### config.mk
export PLATFORM = sky130hd
export DESIGN_NAME = ir_debounce
export DESIGN_NICKNAME = d
export VERILOG_FILES = /design/src/rtl/ir_debounce.sv
export SDC_FILE = /design/constraint.sdc
export NUM_CORES = 1
export LEC_CHECK = 0
export ABC_AREA = 1
export ABC_CLOCK_PERIOD_IN_PS = 4100
export BUFFER_PORTS_ARGS = -buffer_cell sky130_fd_sc_hd__buf_4
export CELL_PAD_IN_SITES_DETAIL_PLACEMENT = 1
export CELL_PAD_IN_SITES_GLOBAL_PLACEMENT = 2
export CORE_ASPECT_RATIO = 1.1
export CORE_UTILIZATION = 36
export CTS_CLUSTER_DIAMETER = 50
export DETAILED_ROUTE_END_ITERATION = 6
export PLACE_DENSITY_LB_ADDON = 0.1
export SLEW_MARGIN = 25
export SYNTH_ARGS = -nofsm -noshare
export SYNTH_HDL_FRONTEND = slang
export SYNTH_SLANG_ARGS = --single-unit
### constraint.sdc
create_clock -name clk -period 4.1 [get_ports clk]
set_input_delay 0.205 -clock clk [delete_from_list [all_inputs] [get_ports clk]]
set_output_delay 0.205 -clock clk [all_outputs]
set_load 0.01 [all_outputs]
### src/rtl/ir_debounce.sv
// IR presence sensor debouncer: two-flop synchronizer, four-state confirm/release FSM,
// registered level output, detect/release pulses and a saturating detection counter.
module ir_debounce #(
  parameter int DEBOUNCE_CYCLES = 1000,
  parameter int CNT_WIDTH       = 16
) (
  input  logic                 clk,
  input  logic                 rst,
  input  logic                 ir_pin,
  input  logic                 cnt_clear,
  output logic                 obj_present,
  output logic                 det_pulse,
  output logic                 rel_pulse,
  output logic [CNT_WIDTH-1:0] det_count
);

  localparam int TW = $clog2(DEBOUNCE_CYCLES);
  localparam logic [TW-1:0] TMAX = TW'(DEBOUNCE_CYCLES - 1);

  typedef enum logic [1:0] {
    CLEAR     = 2'd0,
    ARMING    = 2'd1,
    DETECTED  = 2'd2,
    RELEASING = 2'd3
  } state_t;

  logic [1:0]    sync;
  logic          sample_active;
  state_t        state, state_d;
  logic [TW-1:0] timer, timer_d;
  logic          det_evt, rel_evt;

  // Idle level of the sensor is high, so the synchronizer resets to 1.
  always_ff @(posedge clk or posedge rst) begin
    if (rst) sync <= 2'b11;
    else     sync <= {sync[0], ir_pin};
  end

  assign sample_active = ~sync[1];

  always_comb begin
    state_d = state;
    timer_d = timer;
    det_evt = 1'b0;
    rel_evt = 1'b0;
    unique case (state)
      CLEAR: begin
        timer_d = '0;
        if (sample_active) begin
          state_d = ARMING;
          timer_d = TW'(1);
        end
      end
      ARMING: begin
        if (!sample_active) begin
          state_d = CLEAR;
          timer_d = '0;
        end else if (timer == TMAX) begin
          state_d = DETECTED;
          timer_d = '0;
          det_evt = 1'b1;
        end else begin
          timer_d = timer + TW'(1);
        end
      end
      DETECTED: begin
        timer_d = '0;
        if (!sample_active) begin
          state_d = RELEASING;
          timer_d = TW'(1);
        end
      end
      RELEASING: begin
        if (sample_active) begin
          // Inactive run too short: fall back silently.
          state_d = DETECTED;
          timer_d = '0;
        end else if (timer == TMAX) begin
          state_d = CLEAR;
          timer_d = '0;
          rel_evt = 1'b1;
        end else begin
          timer_d = timer + TW'(1);
        end
      end
      default: begin
        state_d = CLEAR;
        timer_d = '0;
      end
    endcase
  end

  always_ff @(posedge clk or posedge rst) begin
    if (rst) begin
      state       <= CLEAR;
      timer       <= '0;
      obj_present <= 1'b0;
      det_pulse   <= 1'b0;
      rel_pulse   <= 1'b0;
    end else begin
      state       <= state_d;
      timer       <= timer_d;
      obj_present <= (state_d == DETECTED) || (state_d == RELEASING);
      det_pulse   <= det_evt;
      rel_pulse   <= rel_evt;
    end
  end

  // Count lands on the same edge as det_pulse; a coincident clear keeps the new detection.
  always_ff @(posedge clk or posedge rst) begin
    if (rst)                   det_count <= '0;
    else if (cnt_clear)        det_count <= det_evt ? CNT_WIDTH'(1) : '0;
    else if (det_evt && (det_count != {CNT_WIDTH{1'b1}}))
                               det_count <= det_count + CNT_WIDTH'(1);
  end

endmodule
; ---- Word level (Yosys, flattened, before mapping)
; Index checks and enable logic that the tools add are counted.
[totals]
register_bits = 33
input_bits = 4
out_inout_bits = 19
[classes]
addsub = 2
eq_ne = 7
muxes = 21
reduce_logical = 4
[op_table]
columns = cell, n
row1 = one-hot mux 10 bit (4 select lines), 1
row2 = two-way mux 16 bit, 2
row3 = two-way mux 10 bit, 3
row4 = "adder 16 x 1 -> 16 bit, second input constant", 1
row5 = "!= test 16 bit, second input constant", 1
row6 = two-way mux 2 bit, 6
row7 = "adder 10 x 1 -> 10 bit, second input constant", 1
row8 = "== test 10 bit, second input constant", 1
row9 = "== test 2 bit, second input constant", 4
row10 = two-way mux 1 bit, 8
row11 = one-hot mux 2 bit (4 select lines), 1
row12 = "== test 2 x 1 -> 1 bit, second input constant", 1
row13 = zero test 2 bit, 1
row14 = nonzero test 2 bit, 1
row15 = logical AND 1 bit, 1
row16 = logical OR 1 bit, 1

; ---- Longest topological paths before layout
; Gate-level depths: netlist of the first run.
[depth]
word_depth = 7
mapped_depth = 10
ltp_nobuf = 10

; ---- Worst setup path after synthesis of the first run
; OpenSTA, ideal clock, no wires.
[synth_timing]
path_type = reg-to-reg
start = reg det_count[0]
end = reg det_count[7]
arrival_ns = 1.390
t_required_ns = 4.035
slack_ns = 2.644
stages_incl_launch_ff = 9
cell_sequence = dfrtp_1 > ha_1 > nand3_1 > inv_2 > nand4_4 > nand2_4 > buf_8 > nand3_1 > nand2_1
[synth_via]
elab_chain_cells = 3
word_cells_on_any_way = 6
cone_classes = 1 x add/sub / 1 x eq/ne / 2 x mux / 2 x reduce/logical
[synth_lines]
columns = element, line_no
row1 = from (decl), 14  ; output logic [CNT_WIDTH-1:0] det_count
row2 = from (signal assigned), 112  ; else if (cnt_clear) det_count <= det_evt ? CNT_WIDTH'(1) : '0;
row3 = from (signal assigned), 114  ; det_count <= det_count + CNT_WIDTH'(1);
row4 = adder 16 x 1 -> 16 bit or != test 16 bit (tied branches), "114, 113"
row5 = two-way mux 16 bit or logical AND 1 bit (tied branches), 113  ; else if (det_evt && (det_count != {CNT_WIDTH{1'b1}}))
row6 = two-way mux 16 bit or nonzero test 2 bit (tied branches), --
; Several ways; a longest one is shown, not always the timed one. The select of a mux whose other input is x is not followed.
; A chain may end at the register's enable or synchronous reset.

; ---- Worst setup path after layout of the first run
[layout_timing]
start = reg det_count[0]
end = reg det_count[4]
; Same word-level chain as after synthesis.

==> results of run 1 <==
## layout make-up
class                      instances  share of cell area
multi-input combinational        186              0.4213
inverter                          24             0.04045
tap                               58             0.03258
clock inverter                     3             0.02079
sequential                        33              0.3719
timing repair buffer              24             0.08202
clock buffer                       5             0.03090
## flip-flops by register name, summed over array words and instances (netlist names)
register / cells
rel_pulse: 1
obj_present: 1
sync: 2
state: 2
timer: 10
det_pulse: 1
det_count: 16
## worst register-to-register path: cells and delay by family (launching register included)
kind	cells	cell delay [ns]
fa+ha+maj	1	0.22
flops	1	0.45
simple gates	6	0.84
buf+inv	1	0.15
## path summary, 6_finish.rpt
kind / from / end / slack (ns) / cells after the start
min in group clk: cnt_clear / det_count[11] / 0.28 / 4
max: det_count[0] / det_count[4] / 2.34 / 8
min reg2reg: sync[0] / sync[1] / 0.36 / 0
min: rst / det_count[7] / 0.01 / 3
max in group asynchronous: rst / sync[1] / 3.74 / 3
max reg2reg: det_count[0] / det_count[4] / 2.34 / 8
## cell usage in the layout, fill, tap and decap left out, drive strengths merged
| master | netlist | routed |
|---|---|---|
| a21oi | 4 | 4 |
| a31oi | 1 | 1 |
| buf | 2 | 23 |
| bufinv | 0 | 1 |
| clkbuf | 2 | 5 |
| clkinv | 0 | 1 |
| clkinvlp | 0 | 1 |
| dfrtp | 31 | 31 |
| dfstp | 2 | 2 |
| dlygate4sd3 | 0 | 1 |
| ha | 2 | 2 |
| inv | 24 | 24 |
| nand2 | 70 | 70 |
| nand3 | 36 | 36 |
| nand4 | 7 | 7 |
| nor2 | 43 | 43 |
| nor3 | 8 | 8 |
| nor3b | 1 | 1 |
| o21ai | 4 | 4 |
| o21bai | 3 | 3 |
| xor2 | 7 | 7 |
## per-stage QoR
step	worst slack (ns)	instance area [um2]
after floorplan	2.644	1888
after global placement	2.359	2102
after detailed placement	2.355	2102
after CTS	2.340	2217
after global routing	2.199	2227
final	2.345	2227
## power by group through the flow
stage                     registers [W]  clock network, W   logic, W
after floorplan                0.000337                 0  0.0000168
after global placement         0.000337                 0  0.0000253
after detailed placement       0.000337                 0  0.0000253
after CTS                      0.000331          0.000320  0.0000253
after global routing           0.000332          0.000333  0.0000286
final                          0.000331          0.000312  0.0000252
## layer usage
| metal | vias up | wire [um] | global-route usage |
|---|---|---|---|
| li1 | 847 | - | - |
| met1 | 824 | 2168 | 0.2322 |
| met2 | 22 | 2478 | 0.3423 |
| met3 | 8 | 107 | 0.03636 |
| met4 | 0 | 98 | 0.07200 |
| met5 | - | 0 | 0 |
## logic make-up (layout without fill, tap and decap cells)
| group | after synthesis | in the layout | share of synthesized area |
|---|---|---|---|
| AO/OA/AOI/OAI | 12 | 12 | 0.03844 |
| XOR/XNOR | 7 | 7 | 0.03247 |
| adder cells (fa/ha/maj) | 2 | 2 | 0.01325 |
| buffers and inverters | 28 | 56 | 0.06428 |
| flip-flops | 33 | 33 | 0.4387 |
| AND/OR/NAND/NOR | 165 | 165 | 0.4129 |
==> results.cfg, run 1 <==
[synthesis]
synth_edf_count = 0
yosysWarnings = 0
synthTopCellsByArea = dfrtp_1 41%, nand2_1 14%, nand3_1 8.7%
synth_fp_nets = 253
ys_types = 27
async_reset_ff_frac = 1.000
synth_area_per_cell_um2 = 7.644
synth_most_common_cell = nand2_1
synth-seq-area-share = 0.4387
netlist_area_mm2 = 0.001888
synth_common_cells = 68 x nand2_1, 38 x nor2_1, 33 x nand3_1
synthCells = 247
synthFlopType = dfrtp_1
ys_ff_latch = 33
synth_top_cell_by_area = dfrtp_1
synth_top_cell_area_share = 0.4109

[setup_path]
worstPathRequired_ns = 4.28
crit_type = flop to flop
cp_slowest_cell = dfrtp_1
start_kind = flop
critPathArrivalTime_ns = 1.93
cp-end-kind = flop
crit_family = simple AND/OR/NAND/NOR gates
crit_buf_inv = 1
crit_chain = ha_1 -> nand3_1 -> inv_2 -> nand4_4 -> nand2_4 -> nand2_4 -> nand2_1 -> nand2_1
cp_max_fo = 17
critPathMaxStageDelay_ns = 0.45

[die]
die_h_um = 77.96
start_util = 0.3751
fp.coreArea_mm2 = 0.005034
fp.dieArea_mm2 = 0.005539
row_count = 27
die_x_um = 71.05
io-pin-count = 23

[place]
gp_congestion = 0.7684
place.detailed.hpwl_mm = 3.516
portBuffers = 22
dpl.cell_count = 324

[timing]
post-route-period-util = 0.4282
max_freq_mhz = 569.6
hold_viol = 0
fin_tns_setup_ns = 0
holdWs_ns = 0.01489
finClkSkew_ns = 0.006673
rsz0062_at_grt = false
setup_viol = 0
slew_violations = 0
min_period_ns = 1.755
relSlewSlack = 0.4349
worst_slew_pin_slew_ns = 0.8468

[pwr]
power.density_mw_per_mm2 = 300.2
p_total_w = 0.0006685
p_sw_frac = 0.2269
p_int_w = 0.0005168
peakVddDrop_v = 0.0001903
p_leak_nw = 1.113
p_seq_frac = 0.495
pwr-share-comb = 0.038
p_switching_w = 0.0001517
p_clk_frac = 0.467

[global_routing]
grt_pass1_vias = 1763
antenna_found_initial = 0
track_usage = 0.1938
grt_start_max_net_pins = 34
grt_pass1_wl_mm = 8.280
gr-total-overflow = 0

[detailed_routing]
via_per_inst = 5.108
drt-initial-drc-count = 75
firstDrtPassIters = 6
wl_per_cell_um = 14.57
detailroute.via_count = 1701
drcViolationCount = 0
ant_nets = 0
wirelength_mm = 4.853

[clocking]
cts_made_buffers = 5
holdBufCountCts = 0
cts_sinks = 33
post_cts_resized = 0
htree_levels = 2
cts_tree = yes
insertion_delay_ns = 0.28
post_cts_buffers = 0
cts_root_buffer = clkbuf_8
clockBufferDepth = 2
clkTransAtPathRegs_ns = 0.08

[finish]
fillers = 630
diodes = 0
fin_nets = 280
syn_to_final_growth_pct = 17.96
final_core_util = 0.4425
multiInputGateArea_um2 = 938.4
drive_above_1_share = 0.1782
seq_area_um2 = 828.3
final_cell_count_no_fill = 333

[min_path]
min-delay-path-class = input pin to async pin

[job]
cap_violations = 0

[outcome]
status = finished, final reports clean
Note: power is estimated with default switching activity, not from simulation.
==> run 2, diff against run 1 <==
--- a/config.mk
+++ b/config.mk
@@ -6,12 +6,12 @@
 export NUM_CORES = 1
 export LEC_CHECK = 0
 export ABC_AREA = 1
-export ABC_CLOCK_PERIOD_IN_PS = 4100
+export ABC_CLOCK_PERIOD_IN_PS = 1500
 export BUFFER_PORTS_ARGS = -buffer_cell sky130_fd_sc_hd__buf_4
 export CELL_PAD_IN_SITES_DETAIL_PLACEMENT = 1
 export CELL_PAD_IN_SITES_GLOBAL_PLACEMENT = 2
 export CORE_ASPECT_RATIO = 1.1
-export CORE_UTILIZATION = 36
+export CORE_UTILIZATION = 30
 export CTS_CLUSTER_DIAMETER = 50
 export DETAILED_ROUTE_END_ITERATION = 6
 export PLACE_DENSITY_LB_ADDON = 0.1
==> constraint.sdc (replaced) <==
create_clock -name clk -period 1.5 [get_ports clk]
set_input_delay 0.075 -clock clk [delete_from_list [all_inputs] [get_ports clk]]
set_output_delay 0.075 -clock clk [all_outputs]
set_load 0.01 [all_outputs]
==> results.cfg, run 2 (same netlist as run 1, synthesis figures left out) <==
[clocking]
cts_tree = yes
insertion_delay_ns = 0.29
htree_levels = 2
cts_sinks = 33
cts_made_buffers = 5
clkTransAtPathRegs_ns = 0.08
clockBufferDepth = 2
cts_root_buffer = clkbuf_8

[die]
row_count = 29
fp.dieArea_mm2 = 0.006615
die_h_um = 85.21
fp.coreArea_mm2 = 0.005914
start_util = 0.3192
die_x_um = 77.64
io-pin-count = 23

[finish]
regMostFlops = det_count
mostFrequentLayoutCells = 65 x nand2_1, 53 x buf_4, 30 x nor2_1
fillers = 730
fin_nets = 313
diodes = 0
syn_to_final_growth_pct = 39.76
reg_top3 = det_count (16), timer (10)
largest_reg_flops = 16
final_cell_count_no_fill = 385
layout_commonest_cell = nand2_1
drive_above_1_share = 0.3409
post-route-cell-area_mm2 = 0.002639

[timing]
min_period_ns = 1.429
worst_slew_pin_slew_ns = 0.4424
finClkSkew_ns = 0.006969
max_freq_mhz = 699.9
slew_violations = 0
rsz0062_at_grt = true
relSlewSlack = 0.7051
hold_viol = 0
post-route-period-util = 0.9525
setup_viol = 0

[min_path]
min-delay-path-class = input pin to flop

[detailed_routing]
wl_per_cell_um = 13.93
drt-initial-drc-count = 71
firstDrtPassIters = 4
wirelength_mm = 5.363
via_per_inst = 4.694
drcViolationCount = 0
ant_nets = 0
detailroute.via_count = 1807

[setup_path]
critPathArrivalTime_ns = 1.61
cp-endpoint = timer[8]
cp_max_fo = 4
crit_type = flop to flop
start_kind = flop
reg2reg_to = timer[8]
cp-end-kind = flop
worstPathRequired_ns = 1.68
ff2ff_path_depth = 9
critPathLaunch = timer[0]
r2r-start = timer[0]
reg2reg_slack_ns = 0.07

[global_routing]
track_usage = 0.1801
grt_start_max_net_pins = 34
grt_pass1_wl_mm = 9.177
grt_pass1_vias = 1920
antenna_found_initial = 0
gr-total-overflow = 0

[place]
dpl.cell_count = 371
portBuffers = 22
place.detailed.hpwl_mm = 4.050
gp_congestion = 0.7736
placed_area_mm2 = 0.002336

[pwr]
p_total_w = 0.001885
power.density_mw_per_mm2 = 714.3
peakVddDrop_v = 0.0004675
p_leak_nw = 1.287

[job]
cap_violations = 0

[outcome]
status = finished, final reports clean
run 2: cell count changes in the layout (fill, tap and decap cells not counted), moves of 3 or more:
cell	previous run	this run
nand3_1	33	29
buf_4	23	53
nor2_1	38	30
nor2_2	2	6
dfrtp_1	31	27
nand2_1	68	65
dfrtp_2	0	4
nor2_4	3	7
run 2: worst min path at each step:
stage	startpoint	endpoint	slack (ns)	cells after the start
floorplan	ir_pin	sync[0]	0.08	0
global placement	ir_pin	sync[0]	0.18	1
detailed placement	ir_pin	sync[0]	0.19	1
CTS	cnt_clear	det_count[4]	0.19	4
global route	cnt_clear	det_count[1]	0.22	4
finish	cnt_clear	det_count[4]	0.19	4
run 2: final cells by class:
cell class,count,area (um2),area share
flip-flops and latches,33,833.3,0.3158
clock buffers,6,82.58,0.03129
repair buffers,57,440.4,0.1669
well taps,77,96.34,0.03651
inverters,24,92.59,0.03509
clock inverters,2,37.54,0.01422
multi-input cells,186,1056,0.4002
run 2: what timing repair did:
item,in CTS,in global routing
setup buffers,0,4
endpoints found under the hold margin,32,0
pin swaps,1,7
gates resized for setup,7,29
setup endpoints to repair,8,24
hold buffers,2,0
run 2: worst max-delay path: stages, from the launching register on:
cell     delay (ns)
dfrtp_1        0.36
ha_2           0.21
nand2_4        0.08
nor2_4         0.09
nand2_1        0.10
nor3b_2        0.19
buf_4          0.14
nand3_1        0.06
nand2_1        0.06
nor2_1         0.04
run 2: through the flow:
step	TNS, ns	setup slack [ns]	hold slack [ns]	util
final	0	0.07129	0.1915	0.4462
after detailed placement	-0.03273	-0.03241	0.1858	0.3950
after CTS	-0.01742	-0.01101	0.1880	0.4225
after global placement	0	0.03180	0.1834	0.3950
after floorplan	0	0.04420	0.07948	-
after global routing	-0.1117	-0.06766	0.2236	0.4462
run 2: metal layers:
metal	part of all wire	up-vias	wire, um	track usage
met5	0	-	0	0
met4	0.022	0	116	0.07376
met3	0.018	10	97	0.02688
met2	0.53	19	2819	0.3298
met1	0.43	863	2330	0.2081
li1	-	915	-	-
run 2: power by group:
part / total, W / switching, W / internal (W)
registers: 0.000905 / 0.00000607 / 0.000899
logic: 0.0000850 / 0.0000573 / 0.0000277
clock network: 0.000895 / 0.000354 / 0.000540
total: 0.00188 / 0.000418 / 0.00147
==> run 3, diff against run 2 <==
--- a/config.mk
+++ b/config.mk
@@ -6,12 +6,12 @@
 export NUM_CORES = 1
 export LEC_CHECK = 0
 export ABC_AREA = 1
-export ABC_CLOCK_PERIOD_IN_PS = 1500
+export ABC_CLOCK_PERIOD_IN_PS = 1700
 export BUFFER_PORTS_ARGS = -buffer_cell sky130_fd_sc_hd__buf_4
 export CELL_PAD_IN_SITES_DETAIL_PLACEMENT = 1
 export CELL_PAD_IN_SITES_GLOBAL_PLACEMENT = 2
 export CORE_ASPECT_RATIO = 1.1
-export CORE_UTILIZATION = 30
+export CORE_UTILIZATION = 36
 export CTS_CLUSTER_DIAMETER = 50
 export DETAILED_ROUTE_END_ITERATION = 6
 export PLACE_DENSITY_LB_ADDON = 0.1
==> constraint.sdc (replaced) <==
create_clock -name clk -period 1.7 [get_ports clk]
set_input_delay 0.085 -clock clk [delete_from_list [all_inputs] [get_ports clk]]
set_output_delay 0.085 -clock clk [all_outputs]
set_load 0.01 [all_outputs]
==> results.cfg, run 3 (same netlist as run 1, synthesis figures left out) <==
[outcome]
status = finished, final reports clean

[detailed_routing]
wirelength_mm = 5.026
wl_per_cell_um = 14.48
detailroute.via_count = 1764
ant_nets = 0
drt-initial-drc-count = 72
drcViolationCount = 0
firstDrtPassIters = 6
via_per_inst = 5.084

[clocking]
cts_tree = yes
clockBufferDepth = 2
cts_made_buffers = 5
cts_sinks = 33
htree_levels = 2
clkTransAtPathRegs_ns = 0.07
insertion_delay_ns = 0.28
cts_root_buffer = clkbuf_8

[place]
place.detailed.hpwl_mm = 3.755
dp_slack_ns = 0.1037
gp_congestion = 0.7223
portBuffers = 22

[pwr]
peakVddDrop_v = 0.0005874
p_clk_frac = 0.427
p_seq_frac = 0.526
p_switching_w = 0.0003374
pwr-share-comb = 0.047
power.density_mw_per_mm2 = 648.3
p_sw_frac = 0.2221
p_int_w = 0.001182
p_leak_nw = 1.187

[finish]
layout_commonest_cell = nand2_1
syn_to_final_growth_pct = 24.12
fin_nets = 294
reg_top3 = det_count (16), timer (10)
fillers = 627
diodes = 0
drive_above_1_share = 0.2249
regMostFlops = det_count
largest_reg_flops = 16
mostFrequentLayoutCells = 68 x nand2_1, 36 x nor2_1, 35 x buf_4

[timing]
worst_slew_pin_slew_ns = 0.4387
hold_viol = 0
max_freq_mhz = 633.8
finalWorstSetupSlack_ns = 0.1221
holdWs_ns = 0.1576
setup_viol = 0
relSlewSlack = 0.7072
min_period_ns = 1.578
finClkSkew_ns = 0.005837
slew_violations = 0
fin_tns_setup_ns = 0
rsz0062_at_grt = false
post-route-period-util = 0.9282

[die]
io-pin-count = 23
start_util = 0.3751
fp.dieArea_mm2 = 0.005539
die_x_um = 71.05
row_count = 27
fp.coreArea_mm2 = 0.005034
die_h_um = 77.96

[setup_path]
crit_chain = ha_1 -> nand2_1 -> inv_1 -> nand3_2 -> nand3_1 -> buf_4 -> nor3_1
r2r-start = timer[0]
critPathMaxStageDelay_ns = 0.38
worstPathRequired_ns = 1.90
crit_family = simple AND/OR/NAND/NOR gates
crit_buf_inv = 2
cp_max_fo = 5
reg2reg_slack_ns = 0.12
cp_slowest_cell = dfrtp_1
cp-end-kind = flop
ff2ff_path_depth = 7
critPathLaunch = timer[0]
start_kind = flop
critPathArrivalTime_ns = 1.78
cp.depth = 7
reg2reg_to = timer[6]
crit_type = flop to flop

[global_routing]
grtUsageMet3 = 0.03766
grt_pass1_vias = 1831
antenna_found_initial = 0
grt_start_max_net_pins = 34
grt_pass1_wl_mm = 8.659
grt_use_met2 = 0.3885
grt_most_used_layer = met2
track_usage = 0.2041
gr-total-overflow = 0
grtUsageMet1 = 0.2278

[min_path]
min-delay-path-class = input pin to flop
hp-start = cnt_clear
worstHoldPathCells = 4
holdPathEnd = det_count[10]

[job]
cap_violations = 0
## run 3: worst max-delay path by stage
stage	slack [ns]	to
after global placement	0.13	timer[9]
after CTS	0.09	det_count[4]
after detailed placement	0.10	det_count[4]
final	0.12	timer[6]
after global routing	0.009	timer[2]
after floorplan	0.24	det_count[7]
## run 3: per-stage QoR
step                      utilization  cell area (um2)  cells  power (W)
after global placement         0.4365             2197    335  0.0008825
after detailed placement       0.4365             2197    335  0.0008831
after global routing           0.4656             2344    347   0.001578
final                          0.4656             2344    347   0.001519
after CTS                      0.4606             2318    345   0.001544
after floorplan                     -             1888    247  0.0008528
## run 3: repair_timing
item / 4_1_cts / 5_1_grt
hold buffers: 2 / 0
setup buffers: 0 / 2
endpoints found under the setup margin: 0 / 8
endpoints found under the hold margin: 32 / 0
gates resized for setup: 0 / 4
## run 3: power by group through the flow
| stage | clock [W] | sequential [W] | combinational, W |
|---|---|---|---|
| 3_5_place_dp | 0 | 0.000813 | 0.0000697 |
| 5_1_grt | 0.000697 | 0.000799 | 0.0000811 |
| 4_1_cts | 0.000671 | 0.000799 | 0.0000736 |
| 6_report | 0.000649 | 0.000799 | 0.0000717 |
| 2_1_floorplan | 0 | 0.000812 | 0.0000405 |
| 3_3_place_gp | 0 | 0.000813 | 0.0000694 |
## run 3: area by class of cell
cell class,instances,area (um2),share of cell area
clock inverter,1,5.005,0.002136
multi-input combinational,186,948.4,0.4047
clock buffer,7,96.34,0.04111
sequential,33,828.3,0.3534
timing repair buffer,38,302.8,0.1292
inverter,24,90.09,0.03844
tap,58,72.57,0.03097
## run 3: tightest hold or removal path, cell delays in order
cell and delay, ns:
buf_4 0.17, nor2_1 0.06, nand2_1 0.04, nand2_1 0.04
## run 3: per-layer routing
metal,up-vias,routed length (um)
met1,866,2087
met2,20,2756
met3,4,126
met5,-,0
met4,0,56
li1,874,-
